File: src/rtl/decoder_n_scan_pkg.sv
// Shared types and helpers for the registered one-hot decoder with auto-scan.
// The one-hot helper is sized for the widest supported select; callers truncate.
package dec_pkg;

  localparam int MAX_SEL_W = 8;
  localparam int MAX_OUT_W = 2 ** MAX_SEL_W;

  typedef enum logic [1:0] {
    IDLE   = 2'd0,
    DIRECT = 2'd1,
    SCAN   = 2'd2
  } state_e;

  function automatic int out_width(input int sel_w);
    return 2 ** sel_w;
  endfunction

  function automatic logic [MAX_OUT_W-1:0] onehot(input logic [MAX_SEL_W-1:0] code);
    logic [MAX_OUT_W-1:0] v;
    v = '0;
    v[code] = 1'b1;
    return v;
  endfunction

endpackage

File: src/rtl/decoder_n_scan_if.sv
// Control and output bundle between the driving control logic and the decoder.
interface decoder_n_scan_if #(
  parameter int SEL_W   = 2,
  parameter int DWELL_W = 8
) ();

  localparam int OUT_W = 2 ** SEL_W;

  logic               enable;
  logic               mode;
  logic [SEL_W-1:0]   sel;
  logic [DWELL_W-1:0] dwell;
  logic [OUT_W-1:0]   y;
  logic [SEL_W-1:0]   code_out;
  logic               wrap;

  modport master (
    output enable, mode, sel, dwell,
    input  y, code_out, wrap
  );

  modport slave (
    input  enable, mode, sel, dwell,
    output y, code_out, wrap
  );

endinterface

File: src/rtl/decoder_n_scan_dwell_timer.sv
// Per-position hold counter; expire is high once the count has reached dwell.
module dwell_timer #(
  parameter int DWELL_W = 8
) (
  input  logic               clk,
  input  logic               rst_n,
  input  logic               clear,
  input  logic               run,
  input  logic [DWELL_W-1:0] dwell,
  output logic               expire
);

  logic [DWELL_W-1:0] count_q;

  // Using >= means a dwell lowered below the running count expires next edge.
  assign expire = (count_q >= dwell);

  always_ff @(posedge clk or negedge rst_n) begin
    if (!rst_n) begin
      count_q <= '0;
    end else if (clear) begin
      count_q <= '0;
    end else if (run) begin
      count_q <= expire ? '0 : count_q + DWELL_W'(1);
    end
  end

endmodule

File: src/rtl/decoder_n_scan.sv
// Registered N-to-2^N one-hot decoder with direct-select and auto-scan modes.
module decoder_n_scan
  import dec_pkg::*;
#(
  parameter int SEL_W   = 2,
  parameter int DWELL_W = 8
) (
  input logic               clk,
  input logic               rst_n,
  decoder_n_scan_if.slave   bus
);

  localparam int OUT_W = out_width(SEL_W);

  localparam logic [1:0] ST_IDLE   = IDLE;
  localparam logic [1:0] ST_DIRECT = DIRECT;
  localparam logic [1:0] ST_SCAN   = SCAN;

  logic [1:0]       state_q, state_d;
  logic [OUT_W-1:0] y_q, y_d;
  logic [SEL_W-1:0] code_q, code_d;
  logic             wrap_q, wrap_d;
  logic             tmr_clear, tmr_run, expire;

  dwell_timer #(.DWELL_W(DWELL_W)) u_timer (
    .clk    (clk),
    .rst_n  (rst_n),
    .clear  (tmr_clear),
    .run    (tmr_run),
    .dwell  (bus.dwell),
    .expire (expire)
  );

  // The timer only runs while scanning continues; any entry into SCAN starts from a zero count.
  always_comb begin
    state_d   = state_q;
    y_d       = y_q;
    code_d    = code_q;
    wrap_d    = 1'b0;
    tmr_clear = 1'b1;
    tmr_run   = 1'b0;
    if (!bus.enable) begin
      state_d = ST_IDLE;
      y_d     = '0;
      code_d  = '0;
    end else if (!bus.mode) begin
      state_d = ST_DIRECT;
      code_d  = bus.sel;
      y_d     = OUT_W'(onehot(MAX_SEL_W'(bus.sel)));
    end else if (state_q != ST_SCAN) begin
      state_d = ST_SCAN;
      code_d  = '0;
      y_d     = OUT_W'(1);
    end else begin
      tmr_clear = 1'b0;
      tmr_run   = 1'b1;
      if (expire) begin
        code_d = code_q + SEL_W'(1);
        y_d    = OUT_W'(onehot(MAX_SEL_W'(code_d)));
        wrap_d = (code_q == '1);
      end
    end
  end

  always_ff @(posedge clk or negedge rst_n) begin
    if (!rst_n) begin
      state_q <= ST_IDLE;
      y_q     <= '0;
      code_q  <= '0;
      wrap_q  <= 1'b0;
    end else begin
      state_q <= state_d;
      y_q     <= y_d;
      code_q  <= code_d;
      wrap_q  <= wrap_d;
    end
  end

  assign bus.y        = y_q;
  assign bus.code_out = code_q;
  assign bus.wrap     = wrap_q;

endmodule
File: src/flat_wrapper.sv
// flat-port wrapper written by rule: the top's interface ports become plain ports
module decoder_n_scan_flat import dec_pkg::*;
#(
  parameter int SEL_W   = 2,
  parameter int DWELL_W = 8
)
  (clk, rst_n, bus_enable, bus_mode, bus_sel, bus_dwell, bus_y, bus_code_out, bus_wrap);
  decoder_n_scan_if #(.SEL_W(SEL_W), .DWELL_W(DWELL_W)) bus_i ();
  input logic clk;
  input logic rst_n;
  input wire logic [$bits(bus_i.enable)-1:0] bus_enable;
  input wire logic [$bits(bus_i.mode)-1:0] bus_mode;
  input wire logic [$bits(bus_i.sel)-1:0] bus_sel;
  input wire logic [$bits(bus_i.dwell)-1:0] bus_dwell;
  output wire logic [$bits(bus_i.y)-1:0] bus_y;
  output wire logic [$bits(bus_i.code_out)-1:0] bus_code_out;
  output wire logic [$bits(bus_i.wrap)-1:0] bus_wrap;
  assign bus_i.enable = bus_enable;
  assign bus_i.mode = bus_mode;
  assign bus_i.sel = bus_sel;
  assign bus_i.dwell = bus_dwell;
  assign bus_y = bus_i.y;
  assign bus_code_out = bus_i.code_out;
  assign bus_wrap = bus_i.wrap;
  decoder_n_scan #(.SEL_W(SEL_W), .DWELL_W(DWELL_W)) u_core (.clk(clk), .rst_n(rst_n), .bus(bus_i));
endmodule
File: config.mk
export PLATFORM = sky130hd
export DESIGN_NAME = decoder_n_scan_flat
export DESIGN_NICKNAME = d
export VERILOG_FILES = /design/src/rtl/decoder_n_scan_pkg.sv /design/src/rtl/decoder_n_scan_if.sv /design/src/rtl/decoder_n_scan_dwell_timer.sv /design/src/rtl/decoder_n_scan.sv /design/src/flat_wrapper.sv
export SDC_FILE = /design/constraint.sdc
export NUM_CORES = 1
export LEC_CHECK = 0
export CAP_MARGIN = 20
export CORE_ASPECT_RATIO = 0.8
export CORE_UTILIZATION = 45
export CTS_CLUSTER_DIAMETER = 60
export DETAILED_ROUTE_END_ITERATION = 8
export PLACE_DENSITY = 0.74
export SLEW_MARGIN = 25
export SYNTH_ARGS = -nofsm -noshare
export SYNTH_HDL_FRONTEND = slang
export SYNTH_SLANG_ARGS = --single-unit
File: constraint.sdc
create_clock -name clk -period 2 [get_ports clk]
set_input_delay 0.2 -clock clk [delete_from_list [all_inputs] [get_ports clk]]
set_output_delay 0.2 -clock clk [all_outputs]
set_load 0.01 [all_outputs]
==> impl_metrics.py, run 1 <==
metrics = {
    "run_status": {
        "status": "finished clean",
    },
    "global_route": {
        "gr-total-overflow": 0,
        "grt_max_degree": 18,
        "antenna_found_initial": 0,
        "grt_pass1_vias": 787,
        "grt.total_usage_pct": 18.37,
        "grt_first_pass_wirelength_mm": 3.415,
    },
    "pwr": {
        "power.internal_uw": 485.5,
        "ir_worst_vdd_mv": 0.3536,
        "pwr-share-seq_pct": 55.9,
        "power_density_nw_per_um2": 465.9,
        "p_total_uw": 643.6,
        "power.switching_uw": 158.1,
        "p_leak_nw": 0.6970,
        "switching_share_pct": 24.57,
        "p_clk_share_pct": 28.5,
        "p_comb_share_pct": 15.6,
    },
    "timing": {
        "fin_crit_ps": 1972,
        "drv_slew": 0,
        "finClkSkew_ps": 1.544,
        "fin_ws_ps": 27.52,
        "period_share_pct": 98.62,
        "max_freq_mhz": 507.0,
        "setup-tns-final_ps": 0,
        "hold_viol_final": 0,
        "finalSetupViolations": 0,
        "relSlewSlack_pct": 78.53,
        "worstMarginPinSlew_ps": 320.1,
        "rsz0062_at_grt": "true",
    },
    "synth": {
        "yosysSeqAreaShare_pct": 40.72,
        "synth_edf_count": 0,
        "synth_top_area_share_pct": 40.72,
        "synth_area_leader_cell": "dfrtp_1",
        "synth_cell_types": 27,
        "synth_warnings": 0,
        "syn_area_um2": 1045,
        "syn_nets": 128,
        "ys_ff_latch": 17,
        "ys.flop_type": "dfrtp_1",
        "synthArstFlopShare_pct": 100.0,
        "synth_area_per_cell_um2": 10.45,
        "yosys.cell_count.top_type": "dfrtp_1",
        "netlist_top_cells_area": "dfrtp_1, ha_1, mux2_4",
        "synthTopCellsByCount": "dfrtp_1, ha_1, inv_1",
        "syn_inst": 100,
    },
    "clock_network": {
        "path_clk_slew_ps": 100,
        "cts_resized": 0,
        "cts_root_buffer": "clkbuf_4",
        "cts_buffer_depth": 2,
        "cts_tree": "yes",
        "numCtsBuffers": 3,
        "clkSinkCount": 17,
        "clock_latency_ps": 290,
        "ctsHtreeMaxLevel": 1,
    },
    "critical_path": {
        "crit_fanout": 6,
        "slowest_delay_ps": 550,
        "worst_ep_arrival_time_ps": 2160,
        "end_kind": "flip-flop",
        "cp.required_ps": 2190,
        "cp_top_family": "simple AND/OR/NAND/NOR gates",
        "slowest_stage": "or4_4",
        "crit_start": "bus_dwell[2]",
        "criticalPathCategory": "input port to flip-flop",
        "path_buf_inv": 2,
        "worst_setup_path_start_kind": "input port",
        "crit_chain": "clkdlybuf4s50_1, inv_1, ha_4, a211oi_2, a211oi_1, or4_4, mux2_4",
        "rr_startpoint": "u_core.u_timer.count_q[2]",
    },
    "layout": {
        "utilization_pct": 63.45,
        "diodes": 0,
        "fin_area_um2": 1381,
        "finalNetCount": 162,
        "drive_gt1_share_pct": 17.29,
        "syn_to_final_growth_pct": 32.22,
    },
    "die": {
        "die_w_um": 55.87,
        "io_pins": 21,
        "initial_core_util_pct": 47.99,
        "die-height_um": 45.10,
        "core-area_um2": 2177,
        "die-area_um2": 2519,
        "std_cell_rows": 15,
    },
    "detailed_routing": {
        "dr.first_iter.drc_count": 7,
        "avgRoutedWirePerCell_um": 12.60,
        "firstDrtPassIters": 4,
        "drc": 0,
        "via_count": 776,
        "vias_per_cell": 4.911,
        "totalWireLength_mm": 1.991,
        "ant_nets": 0,
    },
    "placed_design": {
        "gp_congestion": 0.8100,
        "placedInstanceArea_um2": 1346,
        "dp_hpwl_mm": 1.620,
        "pre_cts_slack_ps": -322.0,
        "port-buffer-count": 20,
    },
    "min_path": {
        "holdCritPathClass": "input port to asynchronous set/reset pin",
    },
    "job": {
        "drv_cap": 0,
    },
}
-- cells by family after synthesis --
| group | synth area share (%) |
|---|---|
| mux | 7.665 |
| simple gates | 13.41 |
| buf+inv | 7.185 |
| flops | 40.72 |
| fa+ha+maj | 16.77 |
| compound gates | 9.221 |
| xor+xnor | 5.030 |
-- state kept, by name, indices dropped and copies added (netlist names) --
name,flops
u_core.state_q,2
u_core.bus.wrap,1
u_core.bus.code_out,2
u_core.bus.y,4
u_core.u_timer.count_q,8
-- cell type report --
class | instances | area [um2]
Clock buffer | 3 | 22.52
Clock inverter | 1 | 5.005
Fill cell | 185 | 795.8
Inverter | 14 | 52.55
Multi-Input combinational cell | 67 | 561.8
Sequential cell | 17 | 425.4
Tap cell | 25 | 31.28
Timing Repair Buffer | 31 | 282.8
-- metrics by stage --
step           instances  hold slack, ps
3_3_place_gp         153           500.9
6_report             158           225.4
2_1_floorplan        100          -95.59
5_1_grt              158           214.9
4_1_cts              157           217.0
3_5_place_dp         153           512.8
-- per-layer routing --
layer	wire length (um)	GRT usage [%]	part of all wire, %
met1	1048	24.14	53
met2	864	29.16	43
met3	64	6.304	3.2
met4	14	5.854	0.70
met5	0	0	0
-- worst paths after layout --
kind	endpoint	slack, ps	depth (start not counted)
min reg2reg	u_core.bus.y[0]	530	2
max reg2reg	u_core.bus.code_out[0]	30	5
min	u_core.u_timer.count_q[7]	230	2
max	u_core.bus.code_out[0]	30	7
min in group clk	u_core.bus.y[0]	530	2
max in group asynchronous	u_core.state_q[0]	1590	2
-- repair_timing --
item	CTS	global route
pin swaps	1	0
endpoints found under the setup margin	4	9
buffers inserted	0	1
hold buffers	0	0
cloned	0	0
-- power by group through the flow --
| stage | sequential, mW | combinational [mW] | clock, mW |
|---|---|---|---|
| detailed placement | 0.367 | 0.100 | 0 |
| finish | 0.360 | 0.100 | 0.183 |
| global placement | 0.366 | 0.0981 | 0 |
| global route | 0.361 | 0.112 | 0.210 |
| floorplan | 0.369 | 0.0390 | 0 |
| CTS | 0.360 | 0.101 | 0.194 |
-- cells in the final DEF (no fill, tap or decap), types with 2 or more instances in the layout --
master / n
buf_4: 11
and3_1: 2
a211oi_2: 2
nand3_1: 5
nand2_1: 4
mux2i_1: 2
inv_1: 14
ha_1: 13
clkdlybuf4s50_1: 20
nor2_1: 10
clkbuf_4: 3
mux2_4: 4
xor2_1: 5
o21ai_0: 5
dfrtp_1: 17
(Power assumes the default switching activity.)
==> run 2: changes to the inputs <==
--- a/config.mk
+++ b/config.mk
@@ -7,10 +7,10 @@
 export LEC_CHECK = 0
 export CAP_MARGIN = 20
 export CORE_ASPECT_RATIO = 0.8
-export CORE_UTILIZATION = 45
+export CORE_UTILIZATION = 50
 export CTS_CLUSTER_DIAMETER = 60
 export DETAILED_ROUTE_END_ITERATION = 8
-export PLACE_DENSITY = 0.74
+export PLACE_DENSITY = 0.78
 export SLEW_MARGIN = 25
 export SYNTH_ARGS = -nofsm -noshare
 export SYNTH_HDL_FRONTEND = slang
==> constraint.sdc (replaced) <==
create_clock -name clk -period 2.23 [get_ports clk]
set_input_delay 0.223 -clock clk [delete_from_list [all_inputs] [get_ports clk]]
set_output_delay 0.223 -clock clk [all_outputs]
set_load 0.01 [all_outputs]
==> run 2 against run 1 <==
  * Clock power down 10%
  * Via count down 1.3%
  * Final cell count down 5.7%
  * Register-to-register slack better by 100 ps
  * Setup slack better by 100 ps
  * Largest cell class unchanged
==> impl_metrics.py, run 2 (same netlist as run 1, synthesis figures left out) <==
metrics = {
    "clock_network": {
        "cts_resized": 0,
        "clkSinkCount": 17,
        "ctsHtreeMaxLevel": 1,
        "hold_buffers": 0,
        "numCtsBuffers": 3,
        "path_clk_slew_ps": 90,
        "cts_root_buffer": "clkbuf_4",
        "clock_latency_ps": 290,
        "cts_setup_buffers": 0,
        "cts_buffer_depth": 2,
        "cts_tree": "yes",
    },
    "die": {
        "die-area_um2": 2277,
        "core-area_um2": 1927,
        "die_w_um": 53.11,
        "io_pins": 21,
        "std_cell_rows": 14,
        "initial_core_util_pct": 54.22,
        "die-height_um": 42.89,
    },
    "global_route": {
        "grt_max_degree": 18,
        "antenna_found_initial": 0,
        "grt_first_pass_wirelength_mm": 3.450,
        "gr-total-overflow": 0,
        "grt.total_usage_pct": 21.56,
        "grt_pass1_vias": 762,
    },
    "detailed_routing": {
        "avgRoutedWirePerCell_um": 13.35,
        "firstDrtPassIters": 4,
        "totalWireLength_mm": 1.989,
        "dr.first_iter.drc_count": 13,
        "vias_per_cell": 5.141,
        "via_count": 766,
        "ant_nets": 0,
        "drc": 0,
    },
    "critical_path": {
        "crit_chain": "ha_1, a211oi_2, a211oi_1, or4_4, mux2_4",
        "worst_setup_path_start_kind": "flip-flop",
        "worst_ep_arrival_time_ps": 2290,
        "path_buf_inv": 0,
        "end_kind": "flip-flop",
        "crit_fanout": 6,
        "cp_top_family": "simple AND/OR/NAND/NOR gates",
        "rr_startpoint": "u_core.u_timer.count_q[2]",
        "r2r_cells": 5,
        "criticalPathCategory": "flip-flop to flip-flop",
        "cp.depth": 5,
        "cp.required_ps": 2410,
        "slowest_delay_ps": 570,
        "r2r-end": "u_core.bus.y[3]",
        "rrSetupSlack_ps": 130,
        "slowest_stage": "or4_4",
    },
    "layout": {
        "drive_gt1_share_pct": 9.600,
        "diodes": 0,
        "n_fill_cell": 165,
        "regMostFlops": "u_core.u_timer.count_q",
        "layout.cells.most_common": "clkdlybuf4s50_1",
        "largest_reg_flops": 8,
        "mostFrequentLayoutCells": "clkdlybuf4s50_1, dfrtp_1, inv_1, ha_1, nor2_1",
        "syn_to_final_growth_pct": 24.55,
        "finalNetCount": 154,
        "utilization_pct": 67.53,
        "finalNonFillerCells": 149,
    },
    "timing": {
        "relSlewSlack_pct": 50.83,
        "finClkSkew_ps": 2.178,
        "rsz0062_at_grt": "false",
        "hold_viol_final": 0,
        "finalSetupViolations": 0,
        "period_share_pct": 94.26,
        "drv_slew": 0,
        "worstMarginPinSlew_ps": 735.3,
        "max_freq_mhz": 475.8,
        "whs_ps": 359.1,
        "fin_crit_ps": 2102,
    },
    "pwr": {
        "p_clk_share_pct": 28.7,
        "power.internal_uw": 434.5,
        "switching_share_pct": 24.07,
        "p_leak_nw": 0.6551,
        "ir_worst_vdd_mv": 0.3580,
        "power.switching_uw": 137.7,
        "p_total_uw": 572.3,
        "pwr-share-seq_pct": 56.4,
        "p_comb_share_pct": 14.9,
        "power_density_nw_per_um2": 439.8,
    },
    "run_status": {
        "status": "finished clean",
    },
    "placed_design": {
        "dp_hpwl_mm": 1.590,
        "gp_congestion": 0.7693,
        "placedCellCount": 145,
        "port-buffer-count": 20,
    },
    "min_path": {
        "holdCritPathClass": "input port to asynchronous set/reset pin",
    },
    "job": {
        "drv_cap": 0,
    },
}
==> run 2: changes by cell type in the layout (fill, tap and decap cells not counted) <==
cell | previous run | this run
a211oi_2 | 2 | 1
buf_4 | 11 | 3
ha_1 | 13 | 14
ha_4 | 1 | 0
clkbuf_1 | 0 | 1
a211oi_1 | 1 | 2
clkinv_2 | 1 | 0
==> run 2: worst max-delay path by stage <==
stage	from	end
2_1_floorplan	u_core.u_timer.count_q[2]	u_core.bus.code_out[0]
3_3_place_gp	bus_dwell[2]	u_core.bus.y[3]
3_5_place_dp	bus_dwell[2]	u_core.bus.y[0]
4_1_cts	u_core.u_timer.count_q[2]	u_core.bus.y[3]
5_1_grt	u_core.u_timer.count_q[5]	u_core.bus.y[0]
6_report	u_core.u_timer.count_q[2]	u_core.bus.y[3]
==> run 2: cell type report <==
type                            count  area [um2]  share of cell area [%]
Sequential cell                    17       425.4                   32.69
Clock buffer                        4       26.28                   2.019
Timing Repair Buffer               23       222.7                   17.12
Inverter                           14       52.55                   4.038
Multi-Input combinational cell     67       544.3                   41.83
Tap cell                           24       30.03                   2.308
==> run 2: per-stage QoR <==
stage	TNS (ps)	setup slack (ps)	instance area, um2
3_5_place_dp	-1319	-151.0	1275
3_3_place_gp	-1193	-132.7	1275
5_1_grt	0	26.70	1301
2_1_floorplan	0	196.6	1045
4_1_cts	0	120.7	1301
6_report	0	128.1	1301
==> run 2: power groups by stage <==
stage / Clock (mW) / Combinational (mW) / Sequential (mW)
2_1_floorplan: 0 / 0.0337 / 0.331
3_3_place_gp: 0 / 0.0831 / 0.329
3_5_place_dp: 0 / 0.0859 / 0.329
4_1_cts: 0.168 / 0.0860 / 0.323
5_1_grt: 0.176 / 0.0951 / 0.325
6_report: 0.164 / 0.0851 / 0.323
==> run 2: per-layer routing <==
| metal | share of wire, % | up-vias | GRT usage [%] |
|---|---|---|---|
| li1 | - | 390 | - |
| met1 | 50 | 354 | 30.05 |
| met2 | 45 | 20 | 32.91 |
| met3 | 4.8 | 2 | 6.452 |
| met4 | 0.50 | 0 | 4.737 |
| met5 | 0 | - | 0 |
==> run 3: changes to the inputs <==
--- a/config.mk
+++ b/config.mk
@@ -9,7 +9,9 @@
 export CORE_ASPECT_RATIO = 0.8
 export CORE_UTILIZATION = 50
 export CTS_CLUSTER_DIAMETER = 60
+export CTS_CLUSTER_SIZE = 40
 export DETAILED_ROUTE_END_ITERATION = 8
+export HOLD_SLACK_MARGIN = 0.06
 export PLACE_DENSITY = 0.78
 export SLEW_MARGIN = 25
 export SYNTH_ARGS = -nofsm -noshare
==> results of run 3 <==
No change in the layout: final DEF, timing and power equal those of run 2.
